<file path="src/rtl/uart_rx_display_ctrl_pkg.sv">
// rtl/uart_rx_display_ctrl_pkg.sv - shared types and widths for the UART RX display controller
package uart_pkg;
  localparam int LP_DATA_W   = 8;
  localparam int LP_NIBBLE_W = 4;

  typedef enum logic [1:0] {
    IDLE  = 2'd0,
    POP   = 2'd1,
    LATCH = 2'd2
  } disp_state_t;
endpackage

</file>
<file path="src/rtl/uart_rx_display_ctrl_button_debounce.sv">
// rtl/uart_rx_display_ctrl_button_debounce.sv - 2-flop synchronizer, stable-count debouncer, rising-edge press pulse
module button_debounce #(
  parameter int P_DEBOUNCE_CYCLES = 16
) (
  input  logic clk,
  input  logic reset,
  input  logic btn_raw,
  output logic press
);
  localparam int LP_CNT_W = $clog2(P_DEBOUNCE_CYCLES + 1);
  localparam logic [LP_CNT_W-1:0] LP_CNT_LAST = LP_CNT_W'(P_DEBOUNCE_CYCLES - 1);

  logic                sync1_q, sync1_d;
  logic                sync2_q, sync2_d;
  logic                level_q, level_d;
  logic                level_prev_q, level_prev_d;
  logic [LP_CNT_W-1:0] cnt_q, cnt_d;

  // The count only advances while the synchronized input disagrees with the
  // accepted level; agreement (any toggle back) restarts it from zero.
  always_comb begin
    sync1_d      = btn_raw;
    sync2_d      = sync1_q;
    level_d      = level_q;
    level_prev_d = level_q;
    cnt_d        = '0;
    if (sync2_q != level_q) begin
      if (cnt_q == LP_CNT_LAST) begin
        level_d = sync2_q;
      end else begin
        cnt_d = cnt_q + 1'b1;
      end
    end
  end

  always_ff @(posedge clk) begin
    if (reset) begin
      sync1_q      <= 1'b0;
      sync2_q      <= 1'b0;
      level_q      <= 1'b0;
      level_prev_q <= 1'b0;
      cnt_q        <= '0;
    end else begin
      sync1_q      <= sync1_d;
      sync2_q      <= sync2_d;
      level_q      <= level_d;
      level_prev_q <= level_prev_d;
      cnt_q        <= cnt_d;
    end
  end

  assign press = level_q & ~level_prev_q;
endmodule

</file>
<file path="src/rtl/uart_rx_display_ctrl.sv">
// rtl/uart_rx_display_ctrl.sv - pops one RX FIFO byte per press onto the hex display; DISPLAY_AUTO_ADVANCE_EN adds a periodic press
module uart_rx_display_ctrl
  import uart_pkg::*;
#(
  parameter int P_DEBOUNCE_CYCLES = 16,
  parameter int P_AUTO_CYCLES     = 500000000
) (
  input  logic                   CLK,
  input  logic                   reset,
  input  logic                   display_next,
  input  logic                   fifo_empty,
  input  logic [LP_DATA_W-1:0]   fifo_rd_data,
  input  logic                   rx_frame_error,
  output logic                   fifo_rd_en,
  output logic [LP_NIBBLE_W-1:0] data_out_msd,
  output logic [LP_NIBBLE_W-1:0] data_out_lsd,
  output logic                   error,
  output logic                   disp_valid
);
  logic btn_press;
  logic auto_press;
  logic press;

  button_debounce #(
    .P_DEBOUNCE_CYCLES(P_DEBOUNCE_CYCLES)
  ) u_debounce (
    .clk    (CLK),
    .reset  (reset),
    .btn_raw(display_next),
    .press  (btn_press)
  );

`ifdef DISPLAY_AUTO_ADVANCE_EN
  localparam int LP_AUTO_W = $clog2(P_AUTO_CYCLES + 1);
  localparam logic [LP_AUTO_W-1:0] LP_AUTO_LAST = LP_AUTO_W'(P_AUTO_CYCLES - 1);

  logic [LP_AUTO_W-1:0] auto_cnt_q, auto_cnt_d;

  always_comb begin
    auto_press = 1'b0;
    auto_cnt_d = auto_cnt_q + 1'b1;
    if (btn_press) begin
      auto_cnt_d = '0;
    end else if (auto_cnt_q == LP_AUTO_LAST) begin
      auto_press = 1'b1;
      auto_cnt_d = '0;
    end
  end

  always_ff @(posedge CLK) begin
    if (reset) begin
      auto_cnt_q <= '0;
    end else begin
      auto_cnt_q <= auto_cnt_d;
    end
  end
`else
  // Without auto-advance the period has no meaning; only the button advances.
  assign auto_press = 1'b0 && (P_AUTO_CYCLES > 0);
`endif

  assign press = btn_press | auto_press;

  disp_state_t          state_q, state_d;
  logic [LP_DATA_W-1:0] disp_byte_q, disp_byte_d;
  logic                 disp_valid_q, disp_valid_d;
  logic                 error_q, error_d;

  always_comb begin
    state_d      = state_q;
    disp_byte_d  = disp_byte_q;
    disp_valid_d = disp_valid_q;
    fifo_rd_en   = 1'b0;
    case (state_q)
      IDLE: begin
        if (press && !fifo_empty) begin
          state_d = POP;
        end
      end
      POP: begin
        fifo_rd_en = 1'b1;
        state_d    = LATCH;
      end
      LATCH: begin
        disp_byte_d  = fifo_rd_data;
        disp_valid_d = 1'b1;
        state_d      = IDLE;
      end
      default: state_d = IDLE;
    endcase
    // A frame error seen in the latch cycle still wins over the clear.
    error_d = rx_frame_error | (error_q & (state_q != LATCH));
  end

  always_ff @(posedge CLK) begin
    if (reset) begin
      state_q      <= IDLE;
      disp_byte_q  <= '0;
      disp_valid_q <= 1'b0;
      error_q      <= 1'b0;
    end else begin
      state_q      <= state_d;
      disp_byte_q  <= disp_byte_d;
      disp_valid_q <= disp_valid_d;
      error_q      <= error_d;
    end
  end

  assign data_out_msd = disp_byte_q[LP_DATA_W-1:LP_NIBBLE_W];
  assign data_out_lsd = disp_byte_q[LP_NIBBLE_W-1:0];
  assign error        = error_q;
  assign disp_valid   = disp_valid_q;
endmodule

</file>
<file path="config.mk">
export PLATFORM = sky130hd
export DESIGN_NAME = uart_rx_display_ctrl
export DESIGN_NICKNAME = d
export VERILOG_FILES = /design/src/rtl/uart_rx_display_ctrl_pkg.sv /design/src/rtl/uart_rx_display_ctrl_button_debounce.sv /design/src/rtl/uart_rx_display_ctrl.sv
export SDC_FILE = /design/constraint.sdc
export NUM_CORES = 1
export LEC_CHECK = 0
export CAP_MARGIN = 20
export CORE_MARGIN = 2
export CORE_UTILIZATION = 45
export DETAILED_ROUTE_END_ITERATION = 12
export PLACE_DENSITY = 0.76
export SYNTH_ARGS = -nofsm -noshare
export SYNTH_HDL_FRONTEND = slang
export SYNTH_HIERARCHICAL = 1
export SYNTH_SLANG_ARGS = --single-unit
</file>
<file path="constraint.sdc">
create_clock -name CLK -period 1.8 [get_ports CLK]
set_input_delay 0.18 -clock CLK [delete_from_list [all_inputs] [get_ports CLK]]
set_output_delay 0.18 -clock CLK [all_outputs]
set_load 0.05 [all_outputs]
</file>
## Word-level counts from Yosys, hierarchy flattened

Index checks and enable logic that the tools add are counted.

| storage, ports and cells | value |
|---|---|
| flip-flop bits (word level) | 21 |
| input bits | 13 |
| logic and storage cells | 29 |

| operators by class | value |
|---|---|
| multiplexer cells | 3 |
| add/sub/neg operators | 1 |
| equal/unequal tests | 6 |
| bitwise logic cells | 5 |
| reductions and logical operators | 5 |

Operators with widths:

| operator | count |
|---|---|
| $add 5x1->5 const B | 1 |
| $eq 5x4->1 const B | 1 |
| $ne 2x2->1 const B | 2 |
| $pmux 2 s2 | 1 |
| $reduce_or 3->1 | 1 |
| $and 1x1->1 | 2 |
| $eq 2x1->1 const B | 1 |
| $eq 2x2->1 const B | 1 |
| $logic_not 2->1 | 1 |
| $mux 2 | 1 |
| $not 1->1 | 2 |
| $reduce_and 2->1 | 1 |
| $logic_and 1x1->1 | 1 |
| $logic_not 1->1 | 1 |
| $mux 1 | 1 |
| $ne 1x1->1 | 1 |
| $or 1x1->1 | 1 |

## Depth between registers and ports, before layout

| logic depth | value |
|---|---|
| word-level depth | 5 |
| depth in mapped cells | 5 |

## By module

Netlist, hierarchy kept.

By module, submodules not included:

| module | seq. area each (µm²) | area each (µm²) | cells an instance | instances |
|---|---|---|---|---|
| uart_rx_display_ctrl | 240.2 | 516.7 | 50 | 1 |
| button_debounce | 180.2 | 319.1 | 30 | 1 |

## Worst setup path after synthesis

Ideal clock, no wire load.

| timing | value |
|---|---|
| path type | flip-flop to flip-flop |
| start point | register u_debounce.cnt_q[0] |
| end point | register u_debounce.cnt_q[2] |
| setup time | 64 ps |
| period minus slack after synthesis | 1437 ps |
| path buffers | 0 |
| stages on the path, launching flop included | 6 |
| required time | 1736 ps |
| slack | 363 ps |
| arrival time | 1372 ps |
| path through | dfxtp_1 -> ha_1 -> and3_1 -> ha_1 -> or3_4 -> nor2_1 |

| on the way | value |
|---|---|
| cells in the longest elaborated chain, start to end | 2 |

Ends and longest elaborated chain:

| item | RTL line | text |
|---|---|---|
| from (decl) | uart_rx_display_ctrl_button_debounce.sv:17 | `logic [LP_CNT_W-1:0] cnt_q, cnt_d;` |
| from (signal assigned) | uart_rx_display_ctrl_button_debounce.sv:48 | `cnt_q <= cnt_d;` |
| parallel branches: the longest is 2 deep, another holds $add 5x1->5 | - |  |

Several ways; the timed one is not identified.
A chain may end at the register's enable or synchronous reset.

## Worst setup path in the final report

| timing | value |
|---|---|
| start point | register disp_byte_q[7] |
| end point | output data_out_msd[3] |

RTL lines:

| item | RTL line | text |
|---|---|---|
| from (decl) | uart_rx_display_ctrl.sv:65 | `logic [LP_DATA_W-1:0] disp_byte_q, disp_byte_d;` |
| from (signal assigned) | uart_rx_display_ctrl.sv:103 | `disp_byte_q <= disp_byte_d;` |
| to (decl) | uart_rx_display_ctrl.sv:15 | `output logic [LP_NIBBLE_W-1:0] data_out_msd,` |

No word-level cell between the ends.

==> impl_metrics.ini <==
[global_routing]
grt_util_all_layers_pct = 15.7
grt_first_pass_wirelength_microns = 2440
grt_overflow = 0
grt_start_max_net_pins = 17
antenna_found_initial = 0
grt_pass1_vias = 570

[synthesis]
synth.top_cells.by_count = dfxtp_1 (21), nand2b_1 (10), nand4bb_1 (8), o21ai_1 (8)
synth_top_cell_by_area = dfxtp_1
synth-xor-area-share_pct = 3.14
yosysMostFrequentCell = dfxtp_1
syn_area_sq_um = 836
synth_enable_flop_cells = 0
yosys.area_share.adder_pct = 2.99
synth_seq_area_share_pct = 50.3
avgSynthCellArea_sq_um = 10.4
ys.warnings.count = 6
yosys.area_share.simple_pct = 31.1
synth_area_leaders = dfxtp_1 (50%), nand4bb_1 (11%), nand2b_1 (7.5%)
synth_top_area_share_pct = 50.3
synth_top_family_by_area = simple AND/OR/NAND/NOR gates
async_flop_share_pct = 0
ys_types = 21
synthCells = 80
synth_nets = 95
synth_flop_cell = dfxtp_1
synth_mux_area_share_pct = 1.20
synth_compound_area_share_pct = 6.74
ys_seq_elements = 21

[timing]
finalClockSkew_ns = 0.00593
worst_pin_slew_ns = 0.668
period_needed_ns = 1.65
setup_viol = 0
fmax_mhz = 606
finalHoldViolCount = 0
fin_tns_setup_ns = 0
finalCritPeriodShare_pct = 91.7
maxSlewViolCount = 0
relSlewSlack_pct = 55.4
rsz0062_at_grt = no

[flow_run]
cap_viol_max_count = 0

[clocking]
cts_resized = 0
cts_tree = yes
cts_max_level = 1
cts_setup_buffers = 0
clk_pin_slew_worst_paths_ns = 0.11
clockBufferDepth = 2
cts_inserted_buffers = 3
cts_sinks = 21
cts-hold-fix-buffers = 0
ctsRootBufferMaster = clkbuf_4
clk_latency_ns = 0.30

[critical_path]
cp_max_fo = 2
rr_endpoint = u_debounce/cnt_q[2]
cp-end-kind = output port
cp_slowest_cell = clkdlybuf4s50_1
required_ns = 1.62
crit_path_start_kind = flop
crit_type = flop to output port
r2r_slack_ns = 0.27
cp.arrival_ns = 1.47
ff2ff_path_depth = 5
crit_path_max_incr_delay_ns = 0.81
critPathTopFamily = buffers and inverters
path_buf_inv = 1
r2r-start = u_debounce/cnt_q[0]
cp_cell_sequence = clkdlybuf4s50_1

[route]
vias = 623
via_per_inst = 4.76
drt_iter0_drc = 5
first_pass_iters = 3
antenna_left = 0
drc = 0
wire_per_inst_microns = 11.3
wirelength_microns = 1480

[finish]
instances_no_fill = 131
area_growth_syn_to_layout_pct = 34.7
fin_nets = 122
final_layout_size_suffix_gt1_share_pct = 11.3
diodes = 0

[power]
power_density_nw_per_um2 = 666
p_leak_nw = 0.420
vdd_drop_max_mv = 0.526

[floorplan]
fp.dieH_microns = 47.1
rows = 15
core_sq_um = 1750
die_w_microns = 47.1
ios = 24
start_util_pct = 47.9
die_area_sq_um = 2220

[place]
io_buffers = 23
placed_cells = 127
place_congestion = 0.637
place_hpwl_microns = 1110

[worst_hold_path]
holdPathStages = 2
hold_end = u_debounce/sync1_q
worstHoldStart = display_next
hold_class = primary input to flop

[outcome]
status = complete, no violations
-- cells in the final DEF, fill, tap and decap left out --
| cell | synthesis | layout |
|---|---|---|
| and3_1 | 1 | 1 |
| buf_4 | 1 | 5 |
| clkbuf_4 | 0 | 3 |
| clkdlybuf4s50_1 | 0 | 22 |
| clkinv_2 | 0 | 1 |
| dfxtp_1 | 21 | 21 |
| ha_1 | 2 | 2 |
| inv_1 | 3 | 3 |
| mux2i_1 | 1 | 1 |
| nand2b_1 | 10 | 10 |
| nand3_1 | 1 | 1 |
| nand4bb_1 | 8 | 8 |
| nor2_1 | 6 | 6 |
| nor2b_1 | 6 | 6 |
| nor3b_2 | 1 | 1 |
| nor4_2 | 1 | 1 |
| o21ai_1 | 8 | 8 |
| o21ba_1 | 1 | 1 |
| o22ai_1 | 1 | 1 |
| or3_4 | 1 | 1 |
| xnor2_1 | 2 | 2 |
| xor2_1 | 1 | 1 |
-- cell type report --
class	instances	area, sq um
Clock inverter	1	5.00
Timing Repair Buffer	27	258
Sequential cell	21	420
Tap cell	25	31.3
Fill cell	162	619
Multi-Input combinational cell	51	378
Clock buffer	3	22.5
Inverter	3	11.3
-- layer usage --
metal	GRT usage, %	up-vias	wire (microns)
li1	-	320	-
met1	20.2	284	669
met2	25.2	17	724
met3	4.62	2	67
met4	5.00	0	21
met5	0	-	0
-- flip-flops by register name (all words and copies together) (netlist names) --
name                     count
u_debounce/sync1_q           1
u_debounce/level_prev_d      1
disp_byte_q                  8
u_debounce/level_prev_q      1
u_debounce/sync2_q           1
state_q                      2
disp_valid                   1
u_debounce/cnt_q             5
error                        1
-- how the worst max path moves through the flow --
stage,from,cells past startpoint,to
detailed placement,u_debounce/cnt_q[0],5,u_debounce/cnt_q[3]
global placement,u_debounce/cnt_q[0],5,u_debounce/cnt_q[3]
finish,disp_byte_q[7],1,data_out_msd[3]
global route,disp_byte_q[7],1,data_out_msd[3]
floorplan,u_debounce/cnt_q[0],5,u_debounce/cnt_q[2]
CTS,disp_byte_q[7],1,data_out_msd[3]
-- per-stage QoR --
| step | total power [mW] | hold slack [ns] | setup WS (ns) | util (%) | area [sq um] |
|---|---|---|---|---|---|
| after floorplan | 0.506 | 0.252 | 0.363 | - | 836 |
| final | 0.750 | 0.436 | 0.149 | 64.5 | 1130 |
| after detailed placement | 0.543 | 0.430 | 0.290 | 62.9 | 1100 |
| after global placement | 0.542 | 0.417 | 0.329 | 62.9 | 1100 |
| after CTS | 0.765 | 0.428 | 0.128 | 64.5 | 1130 |
| after global routing | 0.787 | 0.458 | 0.0924 | 64.5 | 1130 |
-- report_power, final --
group / total [mW] / leakage, nW / switching [mW] / internal, mW
Combinational: 0.0607 / 0.232 / 0.0221 / 0.0386
Clock: 0.218 / 0.0177 / 0.135 / 0.0826
Sequential: 0.472 / 0.170 / 0.00248 / 0.469
-- cells by family (layout without fill, tap and decap cells) --
kind of cell | Yosys count | after routing
adder cells (fa/ha/maj) | 2 | 2
buffers and inverters | 8 | 34
multiplexers | 1 | 1
AND/OR/NAND/NOR | 35 | 35
XOR/XNOR | 3 | 3
flip-flops | 21 | 21
AO/OA/AOI/OAI | 10 | 10
Power figures use the tool's default switching activity.
==> edit 1: new RTL, same settings <==
Register the output `error` once more, cleared by the reset; this adds one clock of latency there. The other outputs are not delayed to match. Comments in the files are not updated.
--- a/src/rtl/uart_rx_display_ctrl.sv
+++ b/src/rtl/uart_rx_display_ctrl.sv
@@ -109,5 +109,11 @@
   assign data_out_msd = disp_byte_q[LP_DATA_W-1:LP_NIBBLE_W];
   assign data_out_lsd = disp_byte_q[LP_NIBBLE_W-1:0];
-  assign error        = error_q;
+  always_ff @(posedge CLK) begin
+    if (reset) begin
+      error <= '0;
+    end else begin
+      error <= error_q;
+    end
+  end
   assign disp_valid   = disp_valid_q;
 endmodule
Check against the original RTL: not equivalent (a bounded check fails within 4 cycles, from zero or initial values and one cycle with reset high).
==> edit 1 against the unedited design <==
  * Critical path type unchanged
  * Area after synthesis rose by 1.0%
  * Count of clock-buffer cells in the layout increased by 1
  * Clock skew is 0.0043 ns lower
  * Design area decreased by 1.6%
  * Largest cell class unchanged
  * Highest routed layer unchanged
  * Sequential cell count increased by 1
  * Routed wire length fell by 2.1%
  * Setup slack better by 0.011 ns
  * Total power increased by 7.9%
  * Largest power group unchanged
  * Critical endpoint is now data_out_lsd[1]
  * First-iteration DRC count fell by 80%
==> edit 1: results (changes against the unedited design) <==
- Status: finished, final reports clean (unchanged)
- Top Registers: disp_byte_q: 8 flops, u_debounce/cnt_q: 5 flops, state_q: 2 flops (unchanged)
- CTS max path bufs: 2 (unchanged)
- Synth cell types: 24 (was 21)
- Delay of the slowest critical-path stage: 0.81 ns (about the same)
- Worst-margin pin slew: 0.504 ns (was 0.668 ns)
- Synth area leaders: dfxtp_1, a31o_1, nor4bb_1 (was dfxtp_1, nand4bb_1, nand2b_1)
- Root Driver: clkbuf_4 (unchanged)
- Pin count of the biggest net entering global routing: 14 (was 17)
- Final WL: 1.45 mm (was 1.48 mm)
- Leakage power: 0.000419 µW (was 0.000420 µW)
- # nets final: 113 (was 122)
- Max-cap violation count: 0 (unchanged)
- Setup WS pre-CTS: 0.179 ns (was 0.290 ns)
- IO buf count: 23 (unchanged)
- Sequential share of the synthesized area: 0.521 (was 0.503)
- Post-DP HPWL: 1.09 mm (was 1.11 mm)
- Gr usage total: 0.149 (was 0.157)
- Hold Path Class: in -> reg (unchanged)
- CP top delay family: buffers and inverters (unchanged)
- Share of post-route cells with drive strength above 1: 0.103 (was 0.113)
- Num CTS Buffers: 3 (unchanged)
- Sink Count: 22 (was 21)
- Ys async rst share: 0 (unchanged)
- Largest fanout on the critical path: 2 (unchanged)
- Clock latency on the worst-skew pair: 0.29 ns
- Ys Warns: 6 (unchanged)
- Slowest CP cell: clkdlybuf4s50_1 (unchanged)
- Commonest cells post-synth: dfxtp_1, a31o_1, nor2_1 (was dfxtp_1, nand2b_1, nand4bb_1, o21ai_1)
- Max VDD drop: 0.478 mV (was 0.526 mV)
- Setup bufs post-CTS: 0 (unchanged)
- Antenna violations before repair: 0 (unchanged)
- DRT Pass-1 Iters: 3 (unchanged)
- N_diodes: 0 (unchanged)
- First-pass GRT wire length: 2.32 mm (was 2.44 mm)
- Initial DRC count: 1 (was 5)
- Dpl cell area: 1070 µm² (was 1100 µm²)
- FILL cells: 155 (was 162)
- Crit path arrival time: 1.46 ns
- Via density: 4.76 (about the same)
- Cts repair resizes: 0 (unchanged)
- H-Tree Depth: 1 (unchanged)
- Clk pin slew, worst setup/hold paths: 0.11 ns (about the same)
- Vias in the first global route: 516 (was 570)
- Worst Skew: 0.00164 ns (was 0.00593 ns)
- Syn_nets: 88 (was 95)
- Primary FF master, synth: dfxtp_1 (unchanged)
- Global placer's final weighted congestion: 0.664 (was 0.637)
[edit 1: cells by family after synthesis]
kind of cell / share of synthesized area
compound gates: 0.0993
simple gates: 0.243
mux: 0.0119
buf+inv: 0.0637
fa+ha+maj: 0.0296
xor+xnor: 0.0311
flops: 0.521
[edit 1: final timing paths]
kind,startpoint,endpoint,slack (ns),cells after the start
worst max-delay path,disp_byte_q[1],data_out_lsd[1],0.16,1
worst min-delay path,display_next,u_debounce/sync1_q,0.44,2
worst max register to register,u_debounce/cnt_q[0],u_debounce/cnt_q[4],0.26,5
worst min register to register,disp_valid,disp_valid,0.46,2
[edit 1: cell type report]
cell class,count,area share
clock buffers,4,0.0327
inverters,4,0.0135
multi-input cells,43,0.316
flip-flops and latches,22,0.397
well taps,25,0.0282
repair buffers,24,0.212
[edit 1: through the flow]
stage / utilization / instances
6_report: 0.635 / 122
2_1_floorplan: - / 73
3_3_place_gp: 0.614 / 118
3_5_place_dp: 0.614 / 118
5_1_grt: 0.635 / 122
4_1_cts: 0.635 / 122
[edit 1: routing by layer]
layer | track usage | routed length [µm] | up-vias
met1 | 0.213 | 732 | 262
met3 | 0.0346 | 47 | 2
met2 | 0.219 | 656 | 11
met4 | 0.0500 | 15 | 0
met5 | 0 | 0 | -
li1 | - | - | 306
[edit 1: report_power, final]
| part | internal (µW) | leakage [µW] | switching, µW | total [µW] |
|---|---|---|---|---|
| clock network | 123 | 0.0000210 | 136 | 259 |
| logic | 34.3 | 0.000219 | 20.4 | 54.8 |
| registers | 493 | 0.000178 | 2.49 | 496 |
==> edit 2: new RTL, same settings <==
Made on the original files. `P_DEBOUNCE_CYCLES` is set to 16 in 2 places; all go to 8.
--- a/src/rtl/uart_rx_display_ctrl_button_debounce.sv
+++ b/src/rtl/uart_rx_display_ctrl_button_debounce.sv
@@ -1,5 +1,5 @@
 // rtl/uart_rx_display_ctrl_button_debounce.sv - 2-flop synchronizer, stable-count debouncer, rising-edge press pulse
 module button_debounce #(
-  parameter int P_DEBOUNCE_CYCLES = 16
+  parameter int P_DEBOUNCE_CYCLES = 8
 ) (
   input  logic clk,
--- a/src/rtl/uart_rx_display_ctrl.sv
+++ b/src/rtl/uart_rx_display_ctrl.sv
@@ -3,5 +3,5 @@
   import uart_pkg::*;
 #(
-  parameter int P_DEBOUNCE_CYCLES = 16,
+  parameter int P_DEBOUNCE_CYCLES = 8,
   parameter int P_AUTO_CYCLES     = 500000000
 ) (
Behaviour: same outputs for any inputs over 10 cycles, from zero or initial values and one cycle with reset high; that may be too few to reach the edited logic, so the function may still have changed.
==> edit 2 against the unedited design <==
  * Setup slack better by 0.015 ns
  * Die area down 4.1%
  * Synthesized cell count down 5.0%
  * Area after synthesis down 4.5%
  * Maximum frequency up 0.92%
  * Routed wire length down 3.6%
  * Total power up 2.1%
  * Sequential share of layout area down 0.25 points
  * Design area down 4.1%
  * Global-route usage up 0.75 points
  * First-iteration DRC count unchanged
  * Via count down 4.3%
  * Sequential cell count down 1
  * Largest power group unchanged
==> edit 2: results (changes against the unedited design) <==
- Max-cap violation count: 0 (unchanged)
- Sequential portion of the cell area: 0.371 (was 0.373)
- Comb_multi_in: 49 (was 51)
- Synth area leaders: dfxtp_1, nand4bb_1, nand2b_1 (unchanged)
- WL met2: 689 µm (was 724 µm)
- Worst-margin pin slew: 0.501 ns (was 0.668 ns)
- Global placer's final weighted congestion: 0.700 (was 0.637)
- Commonest cells post-synth: dfxtp_1, nand2b_1, nand4bb_1, o21ai_1, nor2b_1 (was dfxtp_1, nand2b_1, nand4bb_1, o21ai_1)
- Bufs w/o clock: 26 (was 27)
- Max VDD drop: 0.492 mV (was 0.526 mV)
- Tapcell Cnt: 17 (was 25)
- First-pass GRT wire length: 2.47 mm (was 2.44 mm)
- Gr usage total: 0.164 (was 0.157)
- R2R Path End: u_debounce/cnt_q[2] (unchanged)
- Inverters: 2 (was 3)
- Vias in the first global route: 598 (was 570)
- Post-DP HPWL: 1.04 mm (was 1.11 mm)
- # nets final: 116 (was 122)
- Multi-input logic area: 364 µm² (was 378 µm²)
- FF+latch count: 20 (was 21)
- Status: finished, final reports clean (unchanged)
- DRT Pass-1 Iters: 4 (was 3)
- Dpl cell area: 1040 µm² (was 1100 µm²)
- CP endpoint: error (was data_out_msd[3])
- Setup WS pre-CTS: 0.495 ns (was 0.290 ns)
- Clock share of power: 0.334 (was 0.290)
- Clock buffers: 4 (was 3)
- CP top delay family: buffers and inverters (unchanged)
- Reg-to-reg setup timing slack: 0.47 ns (was 0.27 ns)
- Non-clock buffer share of cell area: 0.232 (was 0.229)
- FILL cells: 142 (was 162)
- Clock-cell share: 0.0336 (was 0.0244)
- Number of cells on the worst reg-to-reg path: 4 (was 5)
- CTS max path bufs: 2 (unchanged)
- Met1 Resource Use GR: 0.202 (about the same)
- Worst Hold End: u_debounce/sync1_q (unchanged)
- Sequential share of the synthesized area: 0.502 (was 0.503)
- Top Registers: disp_byte_q: 8 flops, u_debounce/cnt_q: 4 flops, state_q: 2 flops (was disp_byte_q: 8 flops, u_debounce/cnt_q: 5 flops, state_q: 2 flops)
- GR Overflow Total: 0 (unchanged)
- Pin count of the biggest net entering global routing: 18 (was 17)
- Via density: 5.05 (was 4.76)
- Grt met3 use: 0.0392 (was 0.0462)
- Met3 WL: 45 µm (was 67 µm)
- CP Launch Point: error (was disp_byte_q[7])
- Share of post-route cells with drive strength above 1: 0.109 (was 0.113)
- Leakage power: 0.000403 µW (was 0.000420 µW)
- Largest fanout on the critical path: 2 (unchanged)
- Final WL: 1.43 mm (was 1.48 mm)
- Wire length on met1: 674 µm (was 669 µm)
- Syn_nets: 90 (was 95)
- Sequential power share: 0.587 (was 0.629)
- Hold Path Class: in -> reg (unchanged)
- P_int: 609 µW (was 591 µW)
- Met2 Use GR: 0.264 (was 0.252)
- Worst Skew: 0.00512 ns (was 0.00593 ns)
- Final min period: 1.64 ns (was 1.65 ns)
## edit 2: changes by cell type after synthesis
cell	change
and3_1	-1
and3b_1	+1
dfxtp_1	-1
ha_1	-1
inv_1	-1
nor2_1	-1
## edit 2: through the flow
stage               utilization  hold slack (ns)  instances  total power, µW
finish                    0.639            0.421        118              766
global route              0.639            0.429        118              795
CTS                       0.639            0.418        118              774
detailed placement        0.618            0.445        114              521
global placement          0.618            0.423        114              519
floorplan                     -            0.252         76              483
## edit 2: cells by family (layout without fill, tap and decap cells)
group / after synthesis / in the layout / share of synthesized area
buffers and inverters: 7 / 32 / 0.0423
muxes: 1 / 1 / 0.0125
adders and majority gates: 1 / 1 / 0.0157
AOI/OAI and AO/OA: 10 / 10 / 0.0705
DFF: 20 / 20 / 0.502
and+or+nand+nor: 34 / 34 / 0.324
xor gates and xnor gates: 3 / 3 / 0.0329
